File: config.mk
export PLATFORM = sky130hd
export DESIGN_NAME = sparse_chunk_encoder
export DESIGN_NICKNAME = d
export VERILOG_FILES = /design/src/rtl/sparse_chunk_encoder.sv
export SDC_FILE = /design/constraint.sdc
export NUM_CORES = 1
export LEC_CHECK = 0
export CORE_MARGIN = 2
export CORE_UTILIZATION = 40
export CTS_BUF_LIST = sky130_fd_sc_hd__clkbuf_4
export DETAILED_ROUTE_END_ITERATION = 7
export GPL_TIMING_DRIVEN = 0
export SLEW_MARGIN = 20
export SYNTH_ARGS = -nofsm -noshare
export SYNTH_HDL_FRONTEND = slang
export SYNTH_SLANG_ARGS = --single-unit
File: constraint.sdc
create_clock -name clk_i -period 3.5 [get_ports clk_i]
set_clock_uncertainty 0.1 [all_clocks]
set_input_delay 0.35 -clock clk_i [delete_from_list [all_inputs] [get_ports clk_i]]
set_output_delay 0.35 -clock clk_i [all_outputs]
set_load 0.005 [all_outputs]
File: src/rtl/sparse_chunk_encoder.sv
// sparse_chunk_encoder: converts dense byte beats into a sparsemap plus
// left-packed nonzero bytes for the SRAM write port. Each beat is tagged
// with its beat index in the chunk and the SRAM chunk slot. Short chunks
// are zero-padded up to WR_DAT_CYC_NUM beats.

`ifndef BUS_SIZE
`define BUS_SIZE 8
`endif
`ifndef WR_DAT_CYC_NUM
`define WR_DAT_CYC_NUM 4
`endif
`ifndef SRAM_IFM_NUM
`define SRAM_IFM_NUM 4
`endif

module sparse_chunk_encoder #(
    parameter int BUS_SIZE       = `BUS_SIZE,
    parameter int WR_DAT_CYC_NUM = `WR_DAT_CYC_NUM,
    parameter int SRAM_NUM       = `SRAM_IFM_NUM
) (
    input  logic                              clk_i,
    input  logic                              rst_i,
    input  logic                              dense_valid_i,
    output logic                              dense_ready_o,
    input  logic [BUS_SIZE*8-1:0]             dense_dat_i,
    input  logic                              dense_last_i,
    input  logic                              chunk_cnt_clr_i,
    output logic                              sram_wr_valid_o,
    output logic [BUS_SIZE-1:0]               sram_wr_sparsemap_o,
    output logic [BUS_SIZE*8-1:0]             sram_wr_nonzero_data_o,
    output logic [$clog2(WR_DAT_CYC_NUM)-1:0] sram_wr_dat_count_o,
    output logic [$clog2(SRAM_NUM)-1:0]       sram_wr_chunk_count_o,
    output logic                              chunk_done_o
);

    localparam int BW   = $clog2(WR_DAT_CYC_NUM);
    localparam int CW   = $clog2(SRAM_NUM);
    localparam int IDXW = $clog2(BUS_SIZE) + 1;

    localparam logic [0:0] ST_ENC = 1'b0;
    localparam logic [0:0] ST_PAD = 1'b1;

    logic [0:0]            r_state;
    logic [BW-1:0]         r_beat;
    logic [CW-1:0]         r_chunk;
    logic                  r_valid;
    logic                  r_done;
    logic [BUS_SIZE-1:0]   r_map;
    logic [BUS_SIZE*8-1:0] r_data;
    logic [BW-1:0]         r_dat_count;
    logic [CW-1:0]         r_chunk_count;

    logic [BUS_SIZE-1:0]   w_map;
    logic [BUS_SIZE*8-1:0] w_packed;
    logic [IDXW-1:0]       w_pack_idx;
    logic                  w_hs;
    logic                  w_emit;
    logic                  w_beat_last;
    logic                  w_chunk_end;

    assign dense_ready_o = (r_state == ST_ENC) && !rst_i;
    assign w_hs          = dense_valid_i && dense_ready_o;
    // A beat leaves the encoder either from an accepted dense beat or a pad beat.
    assign w_emit        = w_hs || (r_state == ST_PAD);
    assign w_beat_last   = (r_beat == BW'(WR_DAT_CYC_NUM - 1));
    assign w_chunk_end   = w_emit && w_beat_last;

    generate
        for (genvar gi = 0; gi < BUS_SIZE; gi++) begin : g_map
            assign w_map[gi] = |dense_dat_i[gi*8 +: 8];
        end
    endgenerate

    // Left-pack nonzero bytes: the running index is the prefix popcount of the map.
    always_comb begin
        w_packed   = '0;
        w_pack_idx = '0;
        for (int i = 0; i < BUS_SIZE; i++) begin
            if (w_map[i]) begin
                w_packed[w_pack_idx*8 +: 8] = dense_dat_i[i*8 +: 8];
                w_pack_idx = w_pack_idx + IDXW'(1);
            end
        end
    end

    // Control: ENC/PAD state, beat index within the chunk, chunk slot counter.
    always_ff @(posedge clk_i or posedge rst_i) begin
        if (rst_i) begin
            r_state <= ST_ENC;
            r_beat  <= '0;
            r_chunk <= '0;
        end else begin
            if (w_emit) begin
                r_beat <= w_beat_last ? '0 : r_beat + BW'(1);
            end
            if (w_hs && !w_beat_last && dense_last_i) begin
                r_state <= ST_PAD;
            end else if ((r_state == ST_PAD) && w_beat_last) begin
                r_state <= ST_ENC;
            end
            // Clear has priority over the end-of-chunk advance.
            if (chunk_cnt_clr_i) begin
                r_chunk <= '0;
            end else if (w_chunk_end) begin
                r_chunk <= (r_chunk == CW'(SRAM_NUM - 1)) ? '0 : r_chunk + CW'(1);
            end
        end
    end

    // Output register: data is zero when idle, counts hold their last values.
    always_ff @(posedge clk_i or posedge rst_i) begin
        if (rst_i) begin
            r_valid       <= 1'b0;
            r_done        <= 1'b0;
            r_map         <= '0;
            r_data        <= '0;
            r_dat_count   <= '0;
            r_chunk_count <= '0;
        end else begin
            r_valid <= w_emit;
            r_done  <= w_chunk_end;
            r_map   <= w_hs ? w_map : '0;
            r_data  <= w_hs ? w_packed : '0;
            if (w_emit) begin
                r_dat_count   <= r_beat;
                r_chunk_count <= r_chunk;
            end
        end
    end

    assign sram_wr_valid_o        = r_valid;
    assign chunk_done_o           = r_done;
    assign sram_wr_sparsemap_o    = r_map;
    assign sram_wr_nonzero_data_o = r_data;
    assign sram_wr_dat_count_o    = r_dat_count;
    assign sram_wr_chunk_count_o  = r_chunk_count;

endmodule

**Word level (Yosys, flattened, before mapping)**

Index checks and enable logic that the tools add are counted.
W data, S select, Z words.

- Add/sub/neg operators: 15
- Multipliers: 0
- Divide/modulo/power cells: 0
- $lt $le $gt $ge: 0
- Equality and inequality tests: 2
- Shifts and indexed selects: 14
- Muxes and demuxes: 30
- Bitwise logic cells: 1
- Reduce and logical (&&, ||, !) cells: 19

Operators with widths:

| kind | number |
|---|---|
| $mux W64 | 8 |
| $bwmux W64 | 7 |
| $shift A8 B34 Y64 const A | 7 |
| $shiftx A8 B34 Y64 | 7 |
| $neg A7 Y34 | 7 |
| $reduce_or A8 Y1 | 8 |
| $add A4 B1 Y4 const B | 6 |
| $mux W4 | 6 |
| $mux W8 | 2 |
| $mux W2 | 4 |
| $logic_and A1 B1 Y1 | 6 |
| $add A2 B1 Y2 const B | 2 |
| $eq A2 B2 Y1 const B | 2 |
| $reduce_bool A2 Y1 | 2 |
| $mux W1 | 3 |
| $logic_not A1 Y1 | 2 |
| $logic_or A1 B1 Y1 | 1 |
| $not A1 Y1 | 1 |

- Register bits: 83
- Bits in latches: 0
- Memory bits (writable): 0
- Memory bits (read-only): 0
- Bits of input ports: 69
- Output and inout bits: 79
- Logic and storage cells: 90
- Memories kept: 0

**Longest topological paths before layout**

Gate-level depths: netlist of run 1.

- Depth after elaboration: 19
- Mapped depth: 33
- Mapped depth without buffers: 30

**Least setup slack after synthesis of run 1**

Ideal clock, no wire load.

- Path type: input to register
- Start point: in dense_dat_i[1]
- End point: reg r_data[46], in the netlist sram_wr_nonzero_data_o[46]
- Library setup time: 0.087 ns
- Arrival: 6.604 ns
- Data required time: 3.313 ns
- Slack: -3.290 ns
- Stages on the path: 32
- Path through: or4_1 nor2_1 clkbuf_1 inv_1 fa_1 buf_2 clkinv_1 ha_1 o21ai_4 o31ai_4 inv_2 ha_1 a21oi_1 a21oi_1 ha_1 clkbuf_1 nand2_1 o21ai_2 inv_2 ha_1 nor2_1 and3_1 a21oi_1 inv_1 ha_1 nor2b_1 and3_1 nand2_1 a21oi_4 buf_4 a211oi_1 a211oi_2

- Longest elaborated chain between the ends: 19
- Elaborated cells on any way between the ends: 50
- Classes of those cells: add/sub: 13; shift: 14; mux: 22; reduce/logical: 1

RTL lines:

| element | line | RTL |
|---|---|---|
| start, declared | 25 | `input logic [BUS_SIZE*8-1:0] dense_dat_i,` |
| $reduce_or A8 Y1 * | 70 | `assign w_map[gi] = \|dense_dat_i[gi*8 +: 8];` |
| $mux W1 * | 79 | `if (w_map[i]) begin` |
| $add A4 B1 Y4 or $neg A7 Y34 (tied branches) | 81, 80 |  |
| $mux W4, or another cell as far along | 79 |  |
| $add A4 B1 Y4, or another cell as far along | 81 | `w_pack_idx = w_pack_idx + IDXW'(1);` |
| $mux W4, or another cell as far along | 79 |  |
| $add A4 B1 Y4, or another cell as far along | 81 |  |
| $mux W4, or another cell as far along | 79 |  |
| (+3 left out) | -- |  |
| $mux W4, or another cell as far along | 79 |  |
| $add A4 B1 Y4, or another cell as far along | 81 |  |
| $mux W4, or another cell as far along | 79 |  |
| $neg A7 Y34 or $bwmux W64 (tied branches) | 80 | `w_packed[w_pack_idx*8 +: 8] = dense_dat_i[i*8 +: 8];` |
| $shiftx A8 B34 Y64, or another cell as far along | 80 |  |
| $bwmux W64 | 80 |  |
| $mux W64 * | 79 |  |
| $mux W64 * | 123 | `r_data <= w_hs ? w_packed : '0;` |
| end signal, assigned | 123 |  |
| end, declared | 49 | `logic [BUS_SIZE*8-1:0] r_data;` |

Every way passes the cells marked *; elsewhere a longest branch is shown, timed or not.
A chain may end at the register's enable or synchronous reset.

**Final worst setup path of run 1**

- Start point: in dense_dat_i[4]
- End point: reg r_data[38], in the netlist sram_wr_nonzero_data_o[38]

The elaborated chain is that of the path after synthesis.

==> results of run 1 <==
-- kinds of logic (layout without fill, tap and decap cells) --
kind of cell               count (synthesis)  in the layout  synth area share
and+or+nand+nor                          347            347             0.235
AOI/OAI and AO/OA                        335            335             0.299
buffers and inverters                    104            335            0.0579
DFF                                       83             83             0.272
muxes                                     50             50            0.0685
adders and majority gates                 20             20            0.0338
xor gates and xnor gates                  17             17            0.0338
other                                      0              1                 0
-- final cells by class --
class | instances | area share
clock inverters | 6 | 0.00839
inverters | 28 | 0.0112
multi-input cells | 769 | 0.554
flip-flops and latches | 83 | 0.179
clock buffers | 10 | 0.00646
plain buffers | 74 | 0.0423
diodes | 1 | 0.000215
well taps | 234 | 0.0252
repair buffers | 217 | 0.174
-- power groups by stage --
stage	Combinational, uW	Clock, uW	Sequential (uW)
2_1_floorplan	539	0	1160
3_3_place_gp	1040	0	1150
3_5_place_dp	1050	0	1150
4_1_cts	1140	704	1130
5_1_grt	1370	743	1140
6_report	1290	699	1130
-- sequential cells by signal, summed over array words and instances, names as in the netlist --
signal	flops
sram_wr_chunk_count_o	2
sram_wr_nonzero_data_o	64
sram_wr_sparsemap_o	8
sram_wr_dat_count_o	2
chunk_done_o	1
r_chunk	2
r_beat	2
sram_wr_valid_o	1
r_state	1
-- synthesized netlist by cell type (all sizes together), types with 11 or more instances --
cell type / instances
nand2: 101
nor2: 98
a21oi: 90
dfrtp: 83
o21ai: 63
clkbuf: 49
mux2i: 39
a211oi: 36
nand3: 33
a32oi: 29
buf: 27
inv: 24
nor3: 23
a31oi: 21
ha: 19
o211ai: 19
nor4: 16
a22oi: 13
and2: 13
and3: 13
o22ai: 13
or4: 13
xnor2: 12
a32o: 11
mux2: 11
-- worst max-delay path by stage --
stage | endpoint | slack (ns) | depth (start not counted)
floorplan | sram_wr_nonzero_data_o[7] | -2.31 | 28
global placement | sram_wr_nonzero_data_o[47] | -3.86 | 30
detailed placement | sram_wr_nonzero_data_o[47] | -3.89 | 30
CTS | sram_wr_nonzero_data_o[7] | -2.06 | 32
global route | sram_wr_nonzero_data_o[47] | -2.11 | 30
finish | sram_wr_nonzero_data_o[38] | -1.95 | 29
-- metrics by stage --
stage                     instance area, sq um  total power [uW]   util  hold slack [ns]  instances
after floorplan                           8010              1700      -            0.316        956
after global placement                    9550              2190  0.510            0.389       1314
after detailed placement                  9600              2200  0.513            0.401       1315
after CTS                                10700              2980  0.571            0.132       1389
after global routing                     11600              3260  0.622            0.169       1422
final                                    11600              3120  0.622            0.139       1422
-- worst max-delay path, delay by kind of cell --
family | cells | cell delay (ns)
AO/OA/AOI/OAI | 6 | 0.87
XOR/XNOR | 3 | 0.68
adder cells (fa/ha/maj) | 3 | 0.94
buffers and inverters | 10 | 1.29
AND/OR/NAND/NOR | 7 | 1.55
-- what timing repair did --
action / 4_1_cts / 5_1_grt
gates resized for setup: 168 / 182
pin swaps: 42 / 61
cloned: 4 / 3
setup endpoints to repair: 64 / 64
buffers inserted: 54 / 33
endpoints found under the hold margin: 0 / 0
-- metal layers --
layer	wire [microns]	track usage
met1	13700	0.398
met5	15	0
met4	1820	0.146
met2	16100	0.531
met3	2200	0.0431
==> flow_summary.json, run 1 <==
{
  "crit_slowest_cell": "or4_4",
  "grt_pass1_vias": 8226,
  "wl_microns": 33800,
  "fmax_mhz": 183,
  "finalSetupTns_ns": -117.43,
  "ys_types": 86,
  "first_iter_violations": 831,
  "hold_path_class": "primary input to asynchronous set/reset pin",
  "crit_path_max_fanout": 10,
  "final_antenna_net_count": 0,
  "cts.path.max_buffers": 2,
  "die_w_microns": 142,
  "dpl.hpwl_microns": 24700,
  "cts_tree": "built",
  "final_common_cell": "clkdlybuf4s50_1",
  "drv_slew": 0,
  "power_density_mw_per_mm2": 269,
  "cpPeakStageDelay_ns": 0.54,
  "rsz0062_at_grt": "true",
  "crit_arrival_ns": 5.72,
  "critical_path_class": "primary input to flop",
  "rows": 50,
  "power_frac_comb": 0.415,
  "yosys.area.top_type": "dfrtp_1",
  "p_seq_frac": 0.362,
  "yosysSeqAreaShare": 0.272,
  "dieArea_sq_mm": 0.0202,
  "fp.coreArea_sq_mm": 0.0187,
  "root_buffer": "clkbuf_4",
  "start_util": 0.407,
  "switching_share": 0.365,
  "grt_use_total": 0.314,
  "vias": 8832,
  "die_h_microns": 142,
  "post_drt_wl_per_cell_microns": 23.8,
  "finalSetupViolCount": 64,
  "seq_area_sq_mm": 0.00208,
  "async_flop_share": 1.00,
  "crit_start": "dense_dat_i[4]",
  "port-buffer-count": 124,
  "place_congestion": 1.02,
  "synth_ff_type": "dfrtp_1",
  "first_pass_iters": 6,
  "drc_errors": 0,
  "synth_area_sq_mm": 0.00762,
  "clkLatencyLatePin_ns": 0.48,
  "multi_input_area_sq_mm": 0.00644,
  "grt_max_degree": 50,
  "worstPathRequired_ns": 3.77,
  "fin_ws_ns": -1.95,
  "ir_drop_v": 0.000141,
  "hold_viol": 0,
  "synth_top_area_share": 0.272,
  "grt_pass1_wl_microns": 48400,
  "synth_nets": 1045,
  "synth.area.top_cells": "dfrtp_1, a21oi_1, mux2i_1, nand2_1, nor2_1",
  "cts_buffers": 9,
  "r2r_end": "sram_wr_nonzero_data_o[42]",
  "clkTransAtPathRegs_ns": 0.16,
  "slew_headroom": 0.222,
  "fillCellCount": 1583,
  "syn_to_final_growth_pct": 52.6,
  "syn-instance-count": 956,
  "cp-start-kind": "primary input",
  "cts_hold_buf": 0,
  "ys_warn_count": 0,
  "p_int_uw": 1980,
  "leakage_uw": 0.00469,
  "reg2reg_setup_slack_ns": 0.96,
  "layout-drive-gt1-share": 0.346,
  "violations": "setup timing",
  "h-tree-depth": 3,
  "cts_num_sinks": 83,
  "r2r_cells": 6,
  "cap_violations": 0,
  "grt-ovfl-total": 0,
  "pin_count": 148,
  "status": "finished with violations",
  "via_per_inst": 6.21,
  "fin_nets": 1271,
  "min_period_over_period": 1.56,
  "crit_top_cell": "buf_6",
  "power.switching_uw": 1140,
  "r2r-start": "r_state",
  "end_kind": "flop",
  "synth_edf_count": 0,
  "worst_slew_pin_slew_ns": 1.16,
  "pwr-share-clk": 0.224,
  "pre_cts_ws_ns": -3.89,
  "min_period_ns": 5.45,
  "avgSynthCellArea_sq_um": 7.97,
  "final_cell_mix": "clkdlybuf4s50_1, nand2_1, dfrtp_1, nor2_1, buf_4",
  "synth.ff_latch_count": 83,
  "antenna_found_initial": 2
}
Note: power is estimated with default switching activity, not from simulation.
==> run 2: changes to the inputs <==
- REMOVE_ABC_BUFFERS: unset -> 1
==> flow_summary.json, run 2 (synthesis gave the netlist of run 1 again) <==
{
  "ir_drop_v": 0.000157,
  "hold_path_class": "primary input to asynchronous set/reset pin",
  "rows": 50,
  "finalSetupViolCount": 64,
  "r2r-start": "r_state",
  "cts.path.max_buffers": 2,
  "syn_to_final_growth_pct": 50.3,
  "clkTransAtPathRegs_ns": 0.16,
  "leakage_uw": 0.00462,
  "cap_violations": 0,
  "root_buffer": "clkbuf_4",
  "crit_path_max_fanout": 5,
  "slew_headroom": 0.286,
  "grt_pass1_wl_microns": 48200,
  "first_iter_violations": 891,
  "r2r_end": "r_chunk[0]",
  "top_layer": "met4",
  "end_kind": "flop",
  "final_antenna_net_count": 0,
  "r2r_cells": 8,
  "first_pass_iters": 5,
  "place_congestion": 0.948,
  "final_cell_mix": "clkdlybuf4s50_1, nand2_1, dfrtp_1, buf_4",
  "dr_wl_met3_microns": 2340,
  "hold_ws_ns": 0.124,
  "layout-drive-gt1-share": 0.330,
  "cts_tree": "built",
  "fin_util": 0.612,
  "grt_use_total": 0.308,
  "drv_slew": 0,
  "drc_errors": 0,
  "crit_arrival_ns": 5.71,
  "fmax_mhz": 185,
  "rsz0062_at_grt": "true",
  "fp.coreArea_sq_mm": 0.0187,
  "hold_viol": 0,
  "final_common_cell": "clkdlybuf4s50_1",
  "dpl.hpwl_microns": 21900,
  "grt-ovfl-total": 0,
  "power_density_mw_per_mm2": 265,
  "start_util": 0.407,
  "antenna_found_initial": 1,
  "wl_microns": 32200,
  "cp-start-kind": "primary input",
  "fin_ws_ns": -1.91,
  "largest_reg_flops": 64,
  "via_per_inst": 6.24,
  "worstPathRequired_ns": 3.80,
  "vias": 8648,
  "fillCellCount": 1521,
  "critical_path_class": "primary input to flop",
  "reg2reg_setup_slack_ns": 1.13,
  "fin_nets": 1236,
  "status": "finished with violations",
  "violations": "setup timing",
  "grt_pass1_vias": 8245,
  "dieArea_sq_mm": 0.0202,
  "port-buffer-count": 147,
  "die_h_microns": 142,
  "clkLatencyLatePin_ns": 0.47,
  "die_w_microns": 142,
  "crit_slowest_cell": "fa_2",
  "min_period_ns": 5.41,
  "min_period_over_period": 1.54,
  "pin_count": 148,
  "cts_num_sinks": 83,
  "post_drt_wl_per_cell_microns": 23.2,
  "wl_met1_microns": 13900,
  "h-tree-depth": 3,
  "fin_cells": 1387,
  "cts_buffers": 9,
  "met2_length_microns": 14700,
  "grt_max_degree": 58,
  "worst_slew_pin_slew_ns": 1.06,
  "dpl.cell_count": 1266,
  "cts_hold_buf": 0,
  "cpPeakStageDelay_ns": 0.57
}
run 2: cell count changes in the layout (fill, tap and decap cells not counted), moves of 4 or more:
cell,previous run,this run
clkbuf_1,32,0
buf_6,34,19
a211oi_2,25,19
clkbuf_2,6,2
a21oi_1,63,72
buf_1,4,0
buf_12,2,13
clkdlybuf4s50_1,100,122
nor2_4,9,14
a21oi_2,19,12
buf_2,20,8
nor2_1,80,72
a211oi_1,7,13
run 2: area by class of cell:
class	instances	area, sq um	share of cell area
multi-input cells	772	6330	0.553
repair buffers	252	2470	0.216
flip-flops and latches	83	2080	0.181
well taps	234	293	0.0256
inverters	28	123	0.0107
clock inverters	7	83.8	0.00732
clock buffers	9	67.6	0.00590
repair inverters	1	6.26	0.000546
diodes	1	2.50	0.000218
run 2: metrics by stage:
stage / TNS, ns / worst slack [ns] / power, uW / area (sq um)
after floorplan: -199.02 / -3.26 / 1610 / 7290
after global placement: -360.10 / -5.20 / 2130 / 9050
after detailed placement: -320.78 / -5.23 / 2150 / 9180
after CTS: -103.16 / -1.70 / 2950 / 10900
after global routing: -123.89 / -2.09 / 3170 / 11500
final: -112.17 / -1.91 / 3030 / 11500
run 2: report_power, final:
group          internal [uW]  total [uW]  switching [uW]
Combinational            617        1280             667
Clock                    229         621             393
Sequential              1080        1130            48.6
Total                   1930        3030            1110
run 2: critical path: cells and delay by family:
kind | cells | cell delay, ns
AND/OR/NAND/NOR | 7 | 1.41
adder cells (fa/ha/maj) | 4 | 1.43
buffers and inverters | 6 | 0.58
AO/OA/AOI/OAI | 12 | 1.90
run 2: how the worst max path moves through the flow:
stage                    start                    endpoint  cells after the start
4_1_cts        dense_dat_i[11]  sram_wr_nonzero_data_o[40]                     28
3_3_place_gp    dense_dat_i[5]  sram_wr_nonzero_data_o[40]                     29
5_1_grt         dense_dat_i[2]  sram_wr_nonzero_data_o[43]                     29
6_report        dense_dat_i[2]  sram_wr_nonzero_data_o[43]                     29
2_1_floorplan   dense_dat_i[1]  sram_wr_nonzero_data_o[40]                     28
3_5_place_dp    dense_dat_i[1]  sram_wr_nonzero_data_o[40]                     29
run 2: layer usage:
layer | vias to the layer above | GRT usage
li1 | 3992 | -
met1 | 4033 | 0.423
met2 | 523 | 0.501
met3 | 100 | 0.0367
met4 | 0 | 0.114
met5 | - | 0
run 2: what timing repair did:
item,CTS,global route
pin swaps,75,43
buffers inserted,70,30
gates cloned,7,0
endpoints found under the setup margin,64,64
gates resized for setup,282,79
==> run 3: changes to the inputs <==
- CELL_PAD_IN_SITES_DETAIL_PLACEMENT: unset -> 2
- CELL_PAD_IN_SITES_GLOBAL_PLACEMENT: unset -> 2
- CORE_UTILIZATION: 40 -> 32
- PLACE_DENSITY_LB_ADDON: unset -> 0.1
==> flow_summary.json, run 3 (synthesis gave the netlist of run 1 again) <==
{
  "grt_pass1_vias": 9672,
  "fin_nets": 1250,
  "vias": 9473,
  "h-tree-depth": 3,
  "first_iter_violations": 691,
  "crit_top_cell": "buf_4",
  "final_antenna_net_count": 0,
  "place_congestion": 0.886,
  "post_drt_wl_per_cell_microns": 31.6,
  "port-buffer-count": 147,
  "end_kind": "flop",
  "cpPeakStageDelay_ns": 0.67,
  "power_density_mw_per_mm2": 270,
  "layout-drive-gt1-share": 0.328,
  "die_w_microns": 158,
  "crit_buf_inv": 8,
  "final_cell_mix": "clkdlybuf4s50_1, buf_4, nand2_1, dfrtp_1, nor2_1",
  "cp-start-kind": "primary input",
  "fin_ws_ns": -2.29,
  "postPlaceCellArea_sq_mm": 0.00930,
  "critical_path_class": "primary input to flop",
  "die_h_microns": 158,
  "met2_length_microns": 23000,
  "final_common_cell": "clkdlybuf4s50_1",
  "slew_headroom": 0.314,
  "grt_pass1_wl_microns": 61300,
  "syn_to_final_growth_pct": 51.9,
  "pin_count": 148,
  "cts_buffers": 9,
  "cts_hold_buf": 0,
  "dr_wl_met3_microns": 2780,
  "finalSetupViolCount": 64,
  "crit_arrival_ns": 6.04,
  "largest_reg_flops": 64,
  "ir_drop_v": 0.000182,
  "power.total_uw": 3120,
  "cts_tree": "built",
  "rows": 56,
  "top_layer": "met4",
  "min_period_ns": 5.79,
  "worstPathRequired_ns": 3.75,
  "rsz0062_at_grt": "true",
  "cap_violations": 0,
  "root_buffer": "clkbuf_4",
  "dieArea_sq_mm": 0.0251,
  "clkTransAtPathRegs_ns": 0.17,
  "crit_path_max_fanout": 13,
  "start_util": 0.326,
  "critPathTopFamily": "simple AND/OR/NAND/NOR gates",
  "leakage_uw": 0.00464,
  "crit_slowest_cell": "fa_2",
  "stdcell_area_sq_mm": 0.0116,
  "cts.path.max_buffers": 2,
  "grt_use_total": 0.329,
  "dpl.hpwl_microns": 27800,
  "antenna_found_initial": 1,
  "drv_slew": 0,
  "first_pass_iters": 7,
  "grt_max_degree": 44,
  "min_period_over_period": 1.65,
  "hold_viol": 0,
  "cts_num_sinks": 83,
  "clkLatencyLatePin_ns": 0.50,
  "fp.coreArea_sq_mm": 0.0234,
  "wl_microns": 47000,
  "drc_errors": 0,
  "crit_chain": "dlygate4sd2_1 -> nor4_4 -> nand2_2 -> fa_2 -> clkinv_4 -> buf_4 -> buf_4 -> buf_4 -> xnor3_2 -> xnor2_4 -> inv_4 -> ha_1 -> xnor2_1 -> and3_4 -> a21oi_4 -> inv_2 -> ha_4 -> nor2b_4 -> buf_4 -> nand3_4 -> nor3_4 -> o21ai_4 -> nand2_1 -> o22ai_1",
  "via_per_inst": 6.37,
  "fmax_mhz": 173,
  "worst_slew_pin_slew_ns": 1.02,
  "status": "finished with violations",
  "hold_path_class": "primary input to asynchronous set/reset pin",
  "grt-ovfl-total": 0,
  "violations": "setup timing",
  "wl_met1_microns": 18700
}
-- run 3: stage by stage --
stage / utilization / setup slack (ns) / TNS [ns] / cells / hold WS (ns)
after floorplan: - / -3.26 / -199.02 / 880 / 0.316
after global placement: 0.391 / -5.55 / -380.47 / 1346 / 0.389
after detailed placement: 0.397 / -5.80 / -350.40 / 1352 / 0.395
after CTS: 0.467 / -1.85 / -108.46 / 1456 / 0.181
after global routing: 0.495 / -2.43 / -144.18 / 1486 / 0.220
final: 0.495 / -2.29 / -138.02 / 1487 / 0.177
-- run 3: layer usage --
layer,up-vias,track usage
met1,4800,0.407
met3,157,0.0449
met4,0,0.107
li1,4010,-
met5,-,0
met2,506,0.590
-- run 3: final timing paths --
check                                    startpoint                          to  slack, ns  depth (start not counted)
max reg2reg                                 r_state                  r_chunk[0]       1.03                          8
min in group clk_i                  chunk_cnt_clr_i                  r_chunk[1]       0.32                          2
min reg2reg                sram_wr_chunk_count_o[1]    sram_wr_chunk_count_o[1]       0.45                          1
max in group asynchronous                     rst_i  sram_wr_nonzero_data_o[32]       2.48                          3
max                                 dense_dat_i[22]  sram_wr_nonzero_data_o[36]      -2.29                         24
min                                           rst_i   sram_wr_nonzero_data_o[5]       0.18                          2
-- run 3: timing repair --
action / 4_1_cts / 5_1_grt
endpoints found under the setup margin: 64 / 64
pin swaps: 53 / 35
resized for setup: 263 / 79
gates cloned: 2 / 2
setup buffers: 86 / 29
-- run 3: cell type report --
class                   count  area [sq um]
clock buffers              10          75.1
multi-input cells         772          6340
fillers                  2495         11800
repair buffers            266          2490
flip-flops and latches     83          2080
repair inverters            1          6.26
clock inverters             6          50.0
well taps                 319           399
inverters                  28           131
diodes                      2          5.00
-- run 3: power by group --
part | switching [uW] | internal [uW]
combinational | 778 | 604
sequential | 63.7 | 1080
clock | 437 | 161
